<file path="src/rtl/slow_mix_pkg.sv">
// slow_mix_pkg: shared FSM states and width/rounding helpers for the mixer
package slow_mix_pkg;
  typedef enum logic [2:0] {SM_INIT, SM_GET_INPUT, SM_ACC, SM_SCALE, SM_SEND_OUTPUT} state_t;
  // Product width plus enough growth to sum n products without overflow
  function automatic int acc_width(input int dw, input int gw, input int n);
    return dw + gw + $clog2(n) + 1;
  endfunction
  // Round half up, arithmetic shift right by frac, saturate to dw bits; returns {clip, dout (sign-extended)}
  function automatic logic [64:0] sat_round(input logic signed [63:0] acc, input int frac, input int dw);
    logic signed [63:0] r, mx, mn;
    r  = (acc + (64'sd1 <<< (frac - 1))) >>> frac;
    mx = (64'sd1 <<< (dw - 1)) - 64'sd1;
    mn = -(64'sd1 <<< (dw - 1));
    return r > mx ? {1'b1, mx} : r < mn ? {1'b1, mn} : {1'b0, r};
  endfunction
endpackage

</file>
<file path="src/rtl/mix_sat_round.sv">
// mix_sat_round: combinational round/rescale/saturate of the accumulator
module mix_sat_round import slow_mix_pkg::*; #(
  parameter int G_AW   = 35,
  parameter int G_DW   = 16,
  parameter int G_FRAC = 14
) (
  input  logic signed [G_AW-1:0] i_acc,
  output logic signed [G_DW-1:0] o_dout,
  output logic                   o_clip
);
  logic [64:0] w_res;
  assign w_res  = sat_round(64'(i_acc), G_FRAC, G_DW);
  assign o_clip = w_res[64];
  assign o_dout = G_DW'(w_res[63:0]);
endmodule

</file>
<file path="src/rtl/slow_mix_sat.sv">
// slow_mix_sat: multi-lane gain/mask mixer with rounding, saturation and clip counting
module slow_mix_sat import slow_mix_pkg::*; #(
  parameter int G_DWIDTH     = 16,
  parameter int G_NUM_CH     = 4,
  parameter int G_LANES      = 2,
  parameter int G_GAIN_WIDTH = 16,
  parameter int G_GAIN_FRAC  = 14,
  parameter int G_CNT_WIDTH  = 16
) (
  input  logic                           clk,
  input  logic                           reset,
  input  logic                           enable,
  input  logic signed [G_DWIDTH-1:0]     din [G_NUM_CH],
  input  logic signed [G_GAIN_WIDTH-1:0] gain [G_NUM_CH],
  input  logic [G_NUM_CH-1:0]            ch_mask,
  input  logic                           din_valid,
  output logic                           din_ready,
  output logic signed [G_DWIDTH-1:0]     dout,
  output logic                           clip,
  output logic                           dout_valid,
  input  logic                           dout_ready,
  output logic [G_CNT_WIDTH-1:0]         clip_count,
  input  logic                           clip_count_clr
);
  localparam int AW = acc_width(G_DWIDTH, G_GAIN_WIDTH, G_NUM_CH);
  localparam int PW = G_DWIDTH + G_GAIN_WIDTH;
  localparam int IW = $clog2(G_NUM_CH + G_LANES + 1);
  state_t                         r_state, w_next;
  logic signed [G_DWIDTH-1:0]     r_din [G_NUM_CH];
  logic signed [G_GAIN_WIDTH-1:0] r_gain [G_NUM_CH];
  logic signed [AW-1:0]           r_acc, w_sum;
  logic [IW-1:0]                  r_idx;
  logic signed [G_DWIDTH-1:0]     w_dout;
  logic                           w_clip, w_last, w_flush;
  assign w_flush = reset || !enable;
  assign w_last  = int'(r_idx) + G_LANES >= G_NUM_CH;
  mix_sat_round #(.G_AW(AW), .G_DW(G_DWIDTH), .G_FRAC(G_GAIN_FRAC)) u_rnd (
    .i_acc(r_acc), .o_dout(w_dout), .o_clip(w_clip)
  );
  // State register; flush returns to SM_INIT discarding any transaction
  always_ff @(posedge clk)
    r_state <= w_flush ? SM_INIT : w_next;
  // Next-state logic
  always_comb begin
    w_next = r_state;
    case (r_state)
      SM_INIT:        w_next = SM_GET_INPUT;
      SM_GET_INPUT:   w_next = din_valid ? SM_ACC : SM_GET_INPUT;
      SM_ACC:         w_next = w_last ? SM_SCALE : SM_ACC;
      SM_SCALE:       w_next = SM_SEND_OUTPUT;
      SM_SEND_OUTPUT: w_next = dout_ready ? SM_GET_INPUT : SM_SEND_OUTPUT;
      default:        w_next = SM_INIT;
    endcase
  end
  // Handshake outputs follow the state directly
  always_comb begin
    din_ready  = r_state == SM_GET_INPUT;
    dout_valid = r_state == SM_SEND_OUTPUT;
  end
  // Sum of the products in the current lane window; lanes past the last channel add nothing
  always_comb begin
    w_sum = '0;
    for (int k = 0; k < G_NUM_CH; k++)
      if (k >= int'(r_idx) && k < int'(r_idx) + G_LANES)
        w_sum = w_sum + AW'(PW'(r_din[k]) * PW'(r_gain[k]));
  end
  // Datapath: capture on accept, accumulate lanes, register the saturated result
  always_ff @(posedge clk)
    if (w_flush) begin
      r_acc <= '0;
      r_idx <= '0;
      dout  <= '0;
      clip  <= 1'b0;
    end else begin
      if (r_state == SM_GET_INPUT && din_valid) begin
        r_acc <= '0;
        r_idx <= '0;
        for (int k = 0; k < G_NUM_CH; k++) begin
          r_din[k]  <= ch_mask[k] ? din[k] : '0;
          r_gain[k] <= gain[k];
        end
      end
      if (r_state == SM_ACC) begin
        r_acc <= r_acc + w_sum;
        r_idx <= r_idx + IW'(G_LANES);
      end
      if (r_state == SM_SCALE) begin
        dout <= w_dout;
        clip <= w_clip;
      end
    end
  // Saturating clip counter; survives enable drop, clear beats increment
  always_ff @(posedge clk)
    if (reset || clip_count_clr)
      clip_count <= '0;
    else if (enable && r_state == SM_SCALE && w_clip && clip_count != '1)
      clip_count <= clip_count + G_CNT_WIDTH'(1);
endmodule

</file>
<file path="config.mk">
export PLATFORM = sky130hd
export DESIGN_NAME = slow_mix_sat
export DESIGN_NICKNAME = d
export VERILOG_FILES = /design/src/rtl/slow_mix_pkg.sv /design/src/rtl/mix_sat_round.sv /design/src/rtl/slow_mix_sat.sv
export SDC_FILE = /design/constraint.sdc
export NUM_CORES = 2
export LEC_CHECK = 0
export BUFFER_PORTS_ARGS = -buffer_cell sky130_fd_sc_hd__buf_2
export CAP_MARGIN = 20
export CORE_MARGIN = 4
export CORE_UTILIZATION = 65
export DETAILED_ROUTE_END_ITERATION = 10
export GPL_ROUTABILITY_DRIVEN = 1
export PLACE_DENSITY_LB_ADDON = 0.05
export RECOVER_POWER = 100
export SYNTH_ARGS = -nofsm -noshare
export SYNTH_HDL_FRONTEND = slang
export SYNTH_SLANG_ARGS = --single-unit
export TNS_END_PERCENT = 100
</file>
<file path="constraint.sdc">
create_clock -name clk -period 37.4 [get_ports clk]
set_clock_uncertainty 0.1 [all_clocks]
set_input_delay 1.87 -clock clk [delete_from_list [all_inputs] [get_ports clk]]
set_output_delay 1.87 -clock clk [all_outputs]
set_load 0.01 [all_outputs]
</file>
== Word-level counts from Yosys, hierarchy flattened ==
Memory sizes are Yosys's and may differ from the RTL's.
Index checks and enable logic that the tools add are counted.
Word-level totals
  input port bits: 138
  bits in writable memories: 128
  memories: 2
  logic and storage cells: 70
  register bits: 74
  output and inout bits: 35
Cells by class
  $mul: 4
  reduce and logical (&&, ||, !) cells: 13
  magnitude comparators: 11
  equal/unequal tests: 5
  mux-type cells: 21
  $add $sub $neg: 8
Memory list
  r_din: words 4, width 16, rd ports 4, clocked after memory_dff 0, write ports 4, RTL line slow_mix_sat.sv:29  | logic signed [G_DWIDTH-1:0] r_din [G_NUM_CH];
  r_gain: words 4, width 16, rd ports 4, clocked after memory_dff 0, write ports 4, RTL line slow_mix_sat.sv:30  | logic signed [G_GAIN_WIDTH-1:0] r_gain [G_NUM_CH];
Operators with widths (count)
  $mux 35: 6
  $mux 65: 2
  $mul 16x16->32: 4
  $add 35x32->35: 3
  $mux 16: 4
  $add 35x15->36 const B: 1
  $add 35x35->35: 1
  $ge 32x4->1 const B: 1
  $lt 1x32->1 const A: 1
  $lt 2x32->1 const A: 1
  $lt 3x32->1 const A: 1
  $gt 22x16->1 const B: 1
  $lt 22x16->1 const B: 1
  $add 16x1->16 const B: 1
  $ne 16x16->1 const B: 1
  $pmux 3 s5: 1
  $mux 3: 3
  $logic_and 1x1->1: 8
  $eq 3x2->1 const B: 2
  $ge 1x3->1 const A: 2
  $ge 2x3->1 const A: 2
  $add 3x2->4 const B: 1
  $lt 2x4->1 const A: 1
  $mux 1: 4
  other kinds (8): 9

== Depth between registers and ports, before layout ==
  depth in word-level cells: 12
  gate-level depth with buffers: 89
  depth with buffers taken out: 88

== Hierarchy ==
From an unflattened synthesis, not the netlist that was laid out.
Unflattened totals
  cells, all modules: 5629
  area total of the unflattened synthesis: 53353.7 sq um
By module, submodules not included
  slow_mix_sat: area each 52641.7 sq um, seq. area each 5305.1 sq um, cells each 5528, times used 1
  mix_sat_round: area each 711.9 sq um, seq. area each 0.0 sq um, cells each 101, times used 1

== Worst setup path after synthesis ==
OpenSTA, ideal clock, no wires.
  path type: flip-flop to flip-flop
  start point: mem r_gain[0][1]
  end point: reg r_acc[34]
  setup time: 71 ps
  data arrival time: 18786 ps
  setup slack: 18444 ps
  period minus slack after synthesis: 18956 ps
  path buffers: 2
  data required time: 37230 ps
  stages on the path, launching flop included: 77
  cell sequence: edfxtp_1 > clkbuf_1 > nand2_1 > fa_1 > fa_1 > fa_1 > inv_1 > fa_1 > fa_1 > inv_1 > fa_1 > inv_1 > ha_1 > a21o_1 > a21oi_1 > nor2_1 > a211oi_1 > a21boi_0 > [... 41 more ...] > fa_1 > inv_1 > fa_1 > inv_1 > fa_1 > inv_1 > ha_1 > and3_1 > a2111oi_0 > xnor2_1 > a22o_1 > ha_1 > a21oi_1 > o21ai_0 > o21a_2 > a311o_1 > a211oi_2 > o21bai_1
RTL lines
  start: declaration: RTL line slow_mix_sat.sv:30
  end signal: assignment: RTL line slow_mix_sat.sv:84  | r_acc <= r_acc + w_sum;
  end: declaration: RTL line slow_mix_sat.sv:31  | logic signed [AW-1:0] r_acc, w_sum;

==> flow_summary.ini <==
[worst_setup_path]
r2r_end = r_acc[34]
critical_path_arrival_ns = 22.11
r2r_setup_slack_ns = 15.76
cp_max_fo = 16
r2r_start = r_din[0][5]
max_stage_delay_ns = 0.69
crit_type = reg -> reg
required_ns = 37.87
reg2reg_depth = 81
worstSetupStartpointType = register
cp_slowest_cell = edfxtp_1
cp-end-kind = register

[global_route]
grt_pass1_vias = 41500
grt_busiest_layer = met2
grtUsageMet3 = 0.0346
grt_pass1_wl_mm = 213
use_met1 = 0.401
antenna_found_initial = 1
grt_overflow_total = 0
grt_util_met2 = 0.551
grt_max_degree = 69
grt_usage = 0.312

[synth]
yosysSeqAreaShare = 0.0997
ys_types = 85
syn_inst = 5618
synthArstFlopShare = 0
synthFlopType = edfxtp_1
ys_warn_count = 0
synth.avg_cell_area_sq_um = 9.47
synth_fp_nets = 7379
netlist_area_sq_mm = 0.0532
synth_seq_cells = 201
synth_edf_count = 128

[placed_design]
dpl.hpwl_mm = 106
routabilityCongestion = 0.920
io_buffers = 172

[timing]
fmax_ghz = 0.0462
tightest_slew_ns = 4.30
finalCritPeriodShare = 0.579
fin_crit_ns = 21.64
fin_setup_tns_ns = 0
hold_violations = 0
slew_headroom = -1.87
grt_setup_unrepaired = false
drv_slew = 242
setup_violations = 0

[layout]
area_growth_syn_to_layout_pct = 4.82
drive_gt1_frac = 0.0394
fillers = 6566
final_net_count = 7420

[routing]
drc = 0
drt_iter0_markers = 2166
routed_wl_mm = 128
wl_per_cell_um = 19.0
dr.pass1.iters = 6
drtAntennaViolNets = 0
routed_via_density = 5.61
vias = 37800

[hold_path]
whs_path_depth = 2
hold_class = reg -> reg
whs_endpoint = r_acc[4]
min_from = r_acc[4]

[cts]
cts_buffers = 28
cts-hold-fix-buffers = 0
cts_tree = yes
insertion_delay_ns = 0.64
cts_setup_buffers = 0
clk_pin_slew_ns = 0.07
cts.sinks = 201
clockBufferDepth = 3
cts-root-buf = clkbuf_16
cts_max_level = 1
cts_resized = 0

[status]
status = finished, violations left
violations = max-capacitance violations, max-slew violations

[floorplanning]
core_sq_mm = 0.0808
die_area_sq_mm = 0.0865
start_util = 0.658
die_y_um = 294
floorplan.rows = 104
die_w_um = 294
ios = 173

[job]
cap_violations = 5
registers in the layout, indices dropped and copies added, names as in the netlist:
register / cells
r_idx: 2
r_din: 64
r_gain: 64
dout: 16
clip: 1
clip_count: 16
r_state: 3
r_acc: 35
stage by stage:
step	worst slack (ns)	hold slack [ns]	util	cells	cell area, sq um
after global placement	16.63	0.344	0.679	6688	54900
after floorplan	18.44	0.336	-	5618	53200
after global routing	14.45	0.383	0.690	6740	55800
final	15.76	0.363	0.690	6741	55800
after detailed placement	16.41	0.356	0.679	6688	54900
after CTS	16.37	0.363	0.692	6739	55900
critical path: cells and delay by family (launching register included):
family | cells | cell delay (ns)
muxes | 1 | 0.41
xor gates and xnor gates | 3 | 0.67
AOI/OAI and AO/OA | 23 | 4.99
buffers and inverters | 17 | 1.05
DFF | 1 | 0.69
and+or+nand+nor | 11 | 2.39
adders and majority gates | 26 | 11.26
routing by layer:
metal	vias to the layer above	part of all wire
li1	17100	-
met1	19400	0.39
met2	1126	0.51
met3	276	0.052
met4	0	0.046
met5	-	0
worst max path at each step:
stage / endpoint / depth (start not counted) / from
global placement: r_acc[34] / 77 / r_din[0][5]
CTS: r_acc[34] / 82 / r_din[0][5]
floorplan: r_acc[34] / 76 / r_gain[0][1]
global route: r_acc[34] / 83 / r_din[0][5]
detailed placement: r_acc[34] / 77 / r_din[0][6]
finish: r_acc[34] / 81 / r_din[0][5]
synthesized netlist by cell type (all sizes together) (8+ instances only):
| master | instances | share of area |
|---|---|---|
| inv | 1285 | 0.091 |
| fa | 1192 | 0.45 |
| nand2 | 658 | 0.046 |
| and2 | 493 | 0.058 |
| ha | 431 | 0.10 |
| nor2 | 180 | 0.013 |
| clkbuf | 171 | 0.012 |
| xnor2 | 130 | 0.021 |
| edfxtp | 128 | 0.072 |
| a21oi | 125 | 0.012 |
| o21ai | 111 | 0.011 |
| a21o | 98 | 0.014 |
| nand2b | 78 | 0.0092 |
| dfxtp | 73 | 0.027 |
| xor2 | 57 | 0.0094 |
| nand3 | 53 | 0.0051 |
| nor3 | 41 | 0.0041 |
| a22oi | 29 | 0.0041 |
| and3 | 25 | 0.0030 |
| o21bai | 25 | 0.0035 |
| o211ai | 22 | 0.0031 |
| o21a | 21 | 0.0030 |
| nor2b | 19 | 0.0022 |
| a31oi | 16 | 0.0019 |
| nand4 | 16 | 0.0020 |
| a211oi | 15 | 0.0022 |
| or3 | 13 | 0.0015 |
| buf | 8 | 0.00066 |
| o31ai | 8 | 0.0014 |
| or2 | 8 | 0.00094 |
cell type report:
cell class                      instances  area [sq um]  area share
Clock inverter                         23           337     0.00604
Clock buffer                           28           701      0.0126
Tap cell                             1060          1330      0.0238
Sequential cell                       201          5310      0.0951
Antenna cell                            1          2.50   0.0000449
Inverter                             1286          4830      0.0866
Timing Repair Buffer                  190           923      0.0166
Multi-Input combinational cell       3952         42300       0.759
cells in the final DEF, fill, tap and decap left out, types with 105 or more instances in the layout:
master and instances:
ha_1 430, and2_1 444, xnor2_1 130, a21oi_1 125
buf_2 126, o21ai_0 105, fa_1 1192, nor2_1 179
inv_1 1285, edfxtp_1 128, nand2_1 658
cells by family (layout without fill, tap and decap cells):
logic type      Yosys count  count (layout)  share of synthesized area
other cells               0               1                          0
buf+inv                1465            1527                      0.103
mux                       5               5                    0.00101
simple gates           1610            1610                      0.149
compound gates          527             527                     0.0661
xor+xnor                187             187                     0.0308
flops                   201             201                     0.0997
fa+ha+maj              1623            1623                      0.550
Power is not shown: default switching activity piles up to over one toggle a cycle in this logic, so the estimate is an artifact.
